==> src/rtl/tlp_tx_framer.sv <==
// PCIe TX framer: arbitrates register completions against DMA writes and emits
// 64-bit Avalon-ST TLP beats (header QWs, then payload) with SOP/EOP framing.
module tlp_tx_framer #(
  parameter int MAX_PAYLOAD_QW = 16,
  parameter int ADDR64_EN      = 1
) (
  input  logic        pcieClk_in,
  input  logic        pcieRstN_in,
  input  logic [15:0] cfgBusID_in,
  input  logic        cmpValid_in,
  output logic        cmpReady_out,
  input  logic [15:0] cmpReqID_in,
  input  logic [7:0]  cmpTag_in,
  input  logic [3:0]  cmpLowAddr_in,
  input  logic [31:0] cmpData_in,
  input  logic        dmaValid_in,
  output logic        dmaReady_out,
  input  logic [63:0] dmaAddr_in,
  input  logic [9:0]  dmaQWCount_in,
  input  logic        dmaDataValid_in,
  output logic        dmaDataReady_out,
  input  logic [63:0] dmaData_in,
  output logic [63:0] txData_out,
  output logic        txValid_out,
  output logic        txSop_out,
  output logic        txEop_out,
  input  logic        txReady_in,
  output logic        errPulse_out
);

  typedef enum logic [1:0] {IDLE, HDR0, HDR1, DATA} state_t;

  localparam logic [1:0]  FMT_H3DW_WITHDATA = 2'b10;
  localparam logic [1:0]  FMT_H4DW_WITHDATA = 2'b11;
  localparam logic [4:0]  TYPE_MEM_RW_REQ   = 5'b00000;
  localparam logic [4:0]  TYPE_COMPLETION   = 5'b01010;
  localparam logic [10:0] MAX_QW            = 11'(MAX_PAYLOAD_QW);

  state_t      state;
  logic        cmp_prio;
  logic        armed;
  logic        is_dma;
  logic [9:0]  qw_left;
  logic [63:0] hdr0_q;
  logic [63:0] hdr1_q;

  logic        slot_free;
  logic        req_idle;
  logic        cmp_win;
  logic        dma_win;
  logic        dma_bad;
  logic        addr_hi;
  logic [31:0] addr_lo;
  logic [63:0] new_hdr0;
  logic [63:0] new_hdr1;
  logic        unused_addr_bits;

  // The output register may be (re)loaded when it is empty or its beat leaves now.
  assign slot_free = !txValid_out || txReady_in;
  // armed keeps every handshake closed until the first edge after reset release.
  assign req_idle  = armed && (state == IDLE);
  assign cmp_win   = req_idle && cmpValid_in && (cmp_prio || !dmaValid_in);
  assign dma_win   = req_idle && dmaValid_in && (!cmp_prio || !cmpValid_in);

  assign cmpReady_out     = cmp_win;
  assign dmaReady_out     = dma_win;
  assign dmaDataReady_out = (state == DATA) && slot_free;

  assign dma_bad = (dmaQWCount_in == 10'd0) || ({1'b0, dmaQWCount_in} > MAX_QW);
  assign addr_hi = (ADDR64_EN != 0) && (dmaAddr_in[63:32] != 32'h0);
  assign addr_lo = {dmaAddr_in[31:3], 3'b000};
  assign unused_addr_bits = ^dmaAddr_in[2:0];

  // Header QWs for whichever request wins this cycle; DW0 sits in the lower half.
  // NOTE: every signal assigned in always_comb gets a default first, so no path can infer a latch.
  always_comb begin
    new_hdr0 = {cfgBusID_in, 3'b000, 1'b0, 12'd4,
                1'b0, FMT_H3DW_WITHDATA, TYPE_COMPLETION, 14'h0, 10'd1};
    new_hdr1 = {cmpData_in, cmpReqID_in, cmpTag_in, 1'b0, cmpLowAddr_in, 1'b1, 2'b00};
    if (dma_win) begin
      new_hdr0 = {cfgBusID_in, 8'h00, 4'hF, 4'hF,
                  1'b0, addr_hi ? FMT_H4DW_WITHDATA : FMT_H3DW_WITHDATA,
                  TYPE_MEM_RW_REQ, 14'h0, {dmaQWCount_in[8:0], 1'b0}};
      new_hdr1 = addr_hi ? {addr_lo, dmaAddr_in[63:32]} : {32'h0, addr_lo};
    end
  end

  // NOTE: sequential state uses non-blocking assignments only; later assignments in the
  // same edge override the default "drain" of the output register.
  always_ff @(posedge pcieClk_in or negedge pcieRstN_in) begin
    if (!pcieRstN_in) begin
      // NOTE: header and data registers are reset as well, so every output reads 0 during reset.
      state        <= IDLE;
      cmp_prio     <= 1'b1;
      armed        <= 1'b0;
      is_dma       <= 1'b0;
      qw_left      <= '0;
      hdr0_q       <= '0;
      hdr1_q       <= '0;
      txData_out   <= '0;
      txValid_out  <= 1'b0;
      txSop_out    <= 1'b0;
      txEop_out    <= 1'b0;
      errPulse_out <= 1'b0;
    end else begin
      armed        <= 1'b1;
      errPulse_out <= 1'b0;
      if (slot_free) begin
        txValid_out <= 1'b0;
        txSop_out   <= 1'b0;
        txEop_out   <= 1'b0;
      end
      case (state)
        IDLE: begin
          if (cmp_win || dma_win) begin
            cmp_prio <= dma_win;
            if (dma_win && dma_bad) begin
              errPulse_out <= 1'b1;
            end else begin
              hdr0_q  <= new_hdr0;
              hdr1_q  <= new_hdr1;
              is_dma  <= dma_win;
              qw_left <= dmaQWCount_in;
              if (slot_free) begin
                txData_out  <= new_hdr0;
                txValid_out <= 1'b1;
                txSop_out   <= 1'b1;
                state       <= HDR1;
              end else begin
                state <= HDR0;
              end
            end
          end
        end
        HDR0: begin
          if (slot_free) begin
            txData_out  <= hdr0_q;
            txValid_out <= 1'b1;
            txSop_out   <= 1'b1;
            state       <= HDR1;
          end
        end
        HDR1: begin
          if (slot_free) begin
            txData_out  <= hdr1_q;
            txValid_out <= 1'b1;
            txEop_out   <= !is_dma;
            state       <= is_dma ? DATA : IDLE;
          end
        end
        DATA: begin
          if (dmaDataValid_in && slot_free) begin
            txData_out  <= dmaData_in;
            txValid_out <= 1'b1;
            txEop_out   <= (qw_left == 10'd1);
            qw_left     <= qw_left - 10'd1;
            if (qw_left == 10'd1) state <= IDLE;
          end
        end
        default: state <= IDLE;
      endcase
    end
  end

endmodule

==> config.mk <==
export PLATFORM = sky130hd
export DESIGN_NAME = tlp_tx_framer
export DESIGN_NICKNAME = d
export VERILOG_FILES = /design/src/rtl/tlp_tx_framer.sv
export SDC_FILE = /design/constraint.sdc
export NUM_CORES = 1
export LEC_CHECK = 0
export BUFFER_PORTS_ARGS = -buffer_cell sky130_fd_sc_hd__buf_2
export CELL_PAD_IN_SITES_DETAIL_PLACEMENT = 1
export CELL_PAD_IN_SITES_GLOBAL_PLACEMENT = 1
export CORE_MARGIN = 4
export CORE_UTILIZATION = 42
export DETAILED_ROUTE_END_ITERATION = 10
export HOLD_SLACK_MARGIN = 0.06
export PLACE_DENSITY_LB_ADDON = 0.1
export SLEW_MARGIN = 40
export SYNTH_ARGS = -nofsm -noshare
export SYNTH_HDL_FRONTEND = slang
export SYNTH_SLANG_ARGS = --single-unit
==> constraint.sdc <==
create_clock -name pcieClk_in -period 3.71 [get_ports pcieClk_in]
set_input_delay 0.1855 -clock pcieClk_in [delete_from_list [all_inputs] [get_ports pcieClk_in]]
set_output_delay 0.1855 -clock pcieClk_in [all_outputs]
set_load 0.01 [all_outputs]
==> Word level (Yosys, flattened, before mapping) <==
Cells that the tools add are included.
{ "word_totals": {"register_bits": 211, "in_bits": 220, "output_inout_bits": 71, "wordCells": 96} }
{ "op_classes": {"add_sub_neg": 1, "n_lt_le_gt_ge": 1, "n_eq_ne": 11, "muxes": 42, "bitwise_logic": 1, "reduce_logical": 28} }
{ "op_table": {"columns": ["op", "count"], "rows": [
  ["64-bit 2-to-1 mux", 8],
  ["64-bit one-hot mux with 4 select lines", 1],
  ["40-bit 2-to-1 mux", 1],
  ["32-bit nonzero test", 1],
  ["10-bit 2-to-1 mux", 3],
  ["10-bit one-hot mux with 2 select lines", 1],
  ["1-bit 2-to-1 mux", 16],
  ["2-bit 2-to-1 mux", 8],
  ["6-bit AND reduction", 2],
  ["10-bit by 1-bit equality test with 1-bit output, second input constant", 1],
  ["10-bit by 5-bit > comparator with 1-bit output, second input constant", 1],
  ["10-bit logical NOT", 1],
  ["10-bit by 1-bit subtractor with 10-bit output, second input constant", 1],
  ["1-bit logical AND", 8],
  ["2-bit != test, second input constant", 4],
  ["2-bit one-hot mux with 4 select lines", 1],
  ["2-bit by 1-bit != test with 1-bit output, second input constant", 3],
  ["1-bit logical NOT", 5],
  ["1-bit logical OR", 5],
  ["2-bit equality test, second input constant", 2],
  ["1-bit one-hot mux with 2 select lines", 2],
  ["4-bit AND reduction", 1],
  ["1-bit one-hot mux with 3 select lines", 1],
  ["3-bit AND reduction", 1],
  ["other kinds (6)", 6]
]} }

==> Logic depth before layout (Yosys ltp) <==
{ "depth": {"ltp_word": 9, "ltp_mapped": 10, "mapped_depth_nobuf": 7} }

==> Worst setup path before layout <==
OpenSTA, ideal clock, no wires.
{ "synth_timing": {"path_kind": "register to register", "from": "reg state[0]", "to": "reg txData_out[28]", "setup_time_ps": 125, "arrival_time_ps": 2160, "t_required_ps": 3585, "slack_ps": 1425, "stages_incl_launch_ff": 9, "period_less_slack_ps": 2285, "path_cell_list": "dfrtp_1 inv_1 ha_1 buf_2 nand4_1 a21o_2 a21oi_4 buf_6 mux2_2"} }
{ "synth_between": {"elab_chain_len": 7, "elab_cells_between_ends": 19, "classes_between": "9 x eq/ne; 1 x mux; 9 x reduce/logical"} }
{ "synth_lines": {"columns": ["item", "line_no", "source"], "rows": [
  ["from (decl)", "39", "state_t state;"],
  ["from (signal assigned)", "148", "state <= is_dma ? DATA : IDLE;"],
  ["2-bit logical NOT", "61, 113", null],
  ["1-bit logical AND", "61", "assign req_idle = armed && (state == IDLE);"],
  ["1-bit logical AND (on tied branches) (2 in series)", "63, 62", null],
  ["1-bit logical AND / 1-bit logical OR (equally long branches)", "117, 115", null],
  ["2-bit != test (no source line) / 2-bit by 1-bit != test with 1-bit output (equally long branches)", null, null],
  ["6-bit AND reduction (no source line)", null, null],
  ["to (signal assigned)", "125", "txData_out <= new_hdr0;"],
  ["to (signal assigned)", "137", "txData_out <= hdr0_q;"],
  ["to (signal assigned)", "145", "txData_out <= hdr1_q;"],
  ["to (decl)", "23", "output logic [63:0] txData_out,"]
]} }
Parallel ways exist; a longest one is shown, timed or not.
A chain may end at the register's enable or synchronous reset.

==> Final worst setup path <==
{ "layout_timing": {"from": "reg state[0]", "to": "reg hdr1_q[50]"} }
{ "layout_between": {"elab_chain_len": 7, "elab_cells_between_ends": 11, "classes_between": "1 x mux; 1 x bitwise; 9 x reduce/logical"} }
{ "layout_lines": {"columns": ["item", "line_no", "source"], "rows": [
  ["2-bit logical NOT *", "61, 113", null],
  ["1-bit logical AND", "61", null],
  ["1-bit logical AND (2 in series)", "63", "assign dma_win = req_idle && dmaValid_in && (!cmp_prio || !cmpValid_in);"],
  ["1-bit logical AND", "117", "if (dma_win && dma_bad) begin"],
  ["1-bit NOT (no source line)", null, null],
  ["3-bit AND reduction (no source line)", null, null],
  ["to (signal assigned)", "121", "hdr1_q <= new_hdr1;"],
  ["to (decl)", "45", "logic [63:0] hdr1_q;"]
]} }
Every way passes the cells marked *; elsewhere a longest branch is shown, timed or not.

==> impl_metrics.py <==
metrics = {
    "run_status": {
        "status": "finished, final reports clean",
    },
    "floorplanning": {
        "fp-row-count": 52,
        "fp.dieW_um": 153.5,
        "core_area_um2": 20490,
        "die_area_um2": 23560,
        "start_util_pct": 43.38,
        "ios": 291,
        "die_h_um": 153.5,
    },
    "yosys": {
        "avgSynthCellArea_um2": 10.48,
        "yosys_warnings": 0,
        "yosys_register_bits": 175,
        "netlist_instances": 848,
        "synth_cell_types": 61,
        "postSynth.asyncResetShare_pct": 100.0,
        "synth_ff_type": "dfrtp_1",
        "synth_edf_count": 0,
        "yosysSeqAreaShare_pct": 49.28,
        "synth_fp_nets": 1075,
        "syn_area_um2": 8890,
    },
    "global_routing": {
        "antenna_found_initial": 16,
        "grt_max_degree": 88,
        "grt-ovfl-total": 0,
        "grtUsageMet1_pct": 38.61,
        "grt_util_met2_pct": 48.59,
        "grt_pass1_vias": 9595,
        "top_usage_layer": "met2",
        "met3_usage_pct": 6.785,
        "grt_pass1_wl_um": 55600,
        "grt_usage_pct": 29.85,
    },
    "route": {
        "drt_iter0_markers": 653,
        "vias": 8849,
        "drt-vias-per-instance": 5.931,
        "route.detailed.drc": 0,
        "routed_wl_um": 36210,
        "dr.pass1.iters": 6,
        "postRouteAntennaNets": 0,
        "detail_route.wl_per_cell_um": 24.27,
    },
    "final_layout": {
        "nets": 1428,
        "nFillCells": 2345,
        "multi_input_area_um2": 4043,
        "synthToLayoutAreaGrowth_pct": 36.62,
        "final_common_cell": "buf_2",
        "ff_latch_area_um2": 4380,
        "final_cells": 1492,
        "mostFrequentLayoutCells": "286 x buf_2, 174 x dfrtp_1, 92 x dlygate4sd3_1",
        "drive_gt1_share_pct": 35.83,
    },
    "pwr": {
        "p_leak_nw": 5.650,
        "vdd_ir_drop_max_mv": 0.3585,
        "p_per_area_nw_per_um2": 764.5,
    },
    "worst_hold_path": {
        "hold_path_class": "in -> reg",
    },
    "critical_path": {
        "cp_cell_sequence": "inv_1 > ha_1 > nand4_1 > buf_4 > inv_1 > o21a_1 > buf_4 > nand2_1 > a2bb2oi_1 > dlygate4sd3_1",
        "crit_slowest_cell": "dlygate4sd3_1",
        "worstPathRequired_ps": 4100,
        "critPathTopFamily": "buffers and inverters",
        "critPathMaxStageDelay_ps": 580,
        "crit_fanout": 22,
        "path_class": "reg -> reg",
        "cp.arrival_ps": 3760,
        "end_kind": "flip-flop",
        "start_kind": "flip-flop",
        "cp_num_buf_inv": 5,
    },
    "timing": {
        "fin_crit_sh_pct": 90.97,
        "hold_viol": 0,
        "rsz0062_at_grt": "false",
        "worst_pin_slew_ps": 836.8,
        "min_period_ps": 3375,
        "setup_viol": 0,
        "slew_violations": 0,
        "max-slew-margin-rel_pct": 44.22,
        "clock.fmax_ghz": 0.2963,
        "fin_skew_ps": 33.86,
        "fin_setup_tns_ps": 0,
    },
    "clock_tree": {
        "cts.htree.levels": 4,
        "postCtsSetupRepairBufs": 0,
        "cts_resized": 0,
        "cts_buffers": 17,
        "hold_buffers": 92,
        "worstSkewPairLatency_ps": 450,
        "clockBufferDepth": 2,
        "cts.sinks": 175,
        "root_buffer": "clkbuf_16",
        "clkTransAtPathRegs_ps": 80,
        "cts_tree": "built",
    },
    "placement": {
        "dp_hpwl_um": 24070,
        "dp.cells": 1359,
        "place.gp.congestion": 0.8293,
        "portBuffers": 287,
    },
    "run": {
        "drv_cap": 0,
    },
}
==> cells by family (layout without fill, tap and decap cells) <==
logic type      Yosys count  count (layout)  share of synthesized area [%]
flops                   175             175                          49.28
compound gates          282             282                          23.69
other cells               1               9                        0.04218
simple gates            188             188                          10.11
mux                      82              82                          10.36
fa+ha+maj                 7               7                         0.9852
buf+inv                 112             478                          5.447
xor+xnor                  1               1                        0.09854
==> per-layer routing <==
layer	vias up	wire length, µm
met5	-	86
met4	16	1204
met3	84	2407
met2	376	17660
met1	4457	14850
li1	3916	-
==> final timing paths <==
| path | start | endpoint | slack (ps) | depth (start not counted) |
|---|---|---|---|---|
| setup / recovery | state[0] | hdr1_q[50] | 330 | 10 |
| hold / removal | dmaAddr_in[45] | hdr1_q[13] | 60 | 3 |
| setup reg to reg | state[0] | hdr1_q[50] | 330 | 10 |
| hold reg to reg | hdr0_q[34] | hdr0_q[34] | 470 | 1 |
| max in group asynchronous | pcieRstN_in | txData_out[15] | 2350 | 3 |
| min in group asynchronous | pcieRstN_in | qw_left[6] | 360 | 2 |
==> flip-flops by register name, summed over array words and instances (netlist names), named ones only <==
name	count
armed	1
cmp_prio	1
errPulse_out	1
hdr0_q	29
hdr1_q	64
qw_left	10
state	2
txData_out	64
txEop_out	1
txSop_out	1
==> stage by stage <==
stage	util [%]	instance area [µm²]	hold WS, ps	power (mW)	setup slack (ps)
finish	59.26	12150	59.25	9.285	334.9
global route	59.26	12150	74.58	9.805	86.95
CTS	59.07	12110	60.66	9.190	371.3
detailed placement	51.62	10580	301.9	7.149	846.7
global placement	51.45	10550	308.7	6.954	644.6
floorplan	-	8890	-110.1	5.833	1425
==> report_power, final <==
| part | switching [mW] | leakage (nW) | internal [mW] | total, mW |
|---|---|---|---|---|
| Sequential | 0.572 | 2.14 | 2.72 | 3.29 |
| Combinational | 2.13 | 3.21 | 1.97 | 4.09 |
| Clock | 0.875 | 0.292 | 1.02 | 1.90 |
==> cell usage after synthesis, types with 2 or more instances <==
cell | number | area [µm²]
dfrtp_1 | 174 | 4354
mux2_2 | 76 | 855.8
o21ai_0 | 67 | 335.3
nand2_1 | 61 | 229.0
clkbuf_1 | 48 | 180.2
nor2_1 | 41 | 153.9
inv_1 | 39 | 146.4
a22oi_1 | 35 | 262.8
a2bb2oi_1 | 29 | 254.0
a222oi_1 | 28 | 280.3
nor3_1 | 28 | 140.1
a21oi_1 | 24 | 120.1
o21a_1 | 21 | 157.7
a221o_1 | 20 | 200.2
nand3_1 | 15 | 75.07
nor4_1 | 13 | 81.33
a221oi_1 | 12 | 105.1
a22o_1 | 9 | 78.83
buf_2 | 9 | 45.04
o211ai_1 | 8 | 60.06
ha_1 | 7 | 87.58
buf_1 | 6 | 22.52
buf_6 | 6 | 67.56
nand4_1 | 6 | 37.54
and2_1 | 4 | 25.02
mux2_1 | 4 | 45.04
o22ai_1 | 4 | 25.02
o31ai_1 | 4 | 30.03
a21o_1 | 3 | 22.52
a32o_1 | 3 | 30.03
nand2b_1 | 3 | 18.77
nor2b_1 | 3 | 18.77
a211o_1 | 2 | 17.52
a32oi_1 | 2 | 17.52
buf_4 | 2 | 15.01
inv_2 | 2 | 7.510
mux2i_1 | 2 | 20.02
o2bb2ai_1 | 2 | 17.52
or2_2 | 2 | 12.51
or3_1 | 2 | 12.51
or4_1 | 2 | 15.01
==> worst reg2reg max path: stages, from the launching register on <==
cell	delay (ps)
dfrtp_1	410
inv_1	170
ha_1	410
nand4_1	200
buf_4	220
inv_1	280
o21a_1	430
buf_4	350
nand2_1	120
a2bb2oi_1	160
dlygate4sd3_1	580
==> area by class of cell <==
class                      count  share of cell area (%)
antenna                        8                  0.1648
clock buffer                  18                   3.534
clock inverter                14                   1.453
inverter                      41                   1.267
multi-input combinational    561                   33.29
sequential                   175                   36.07
tap                          270                   2.781
timing repair buffer         405                   21.45
No activity file was read; power rests on OpenSTA's default activity.
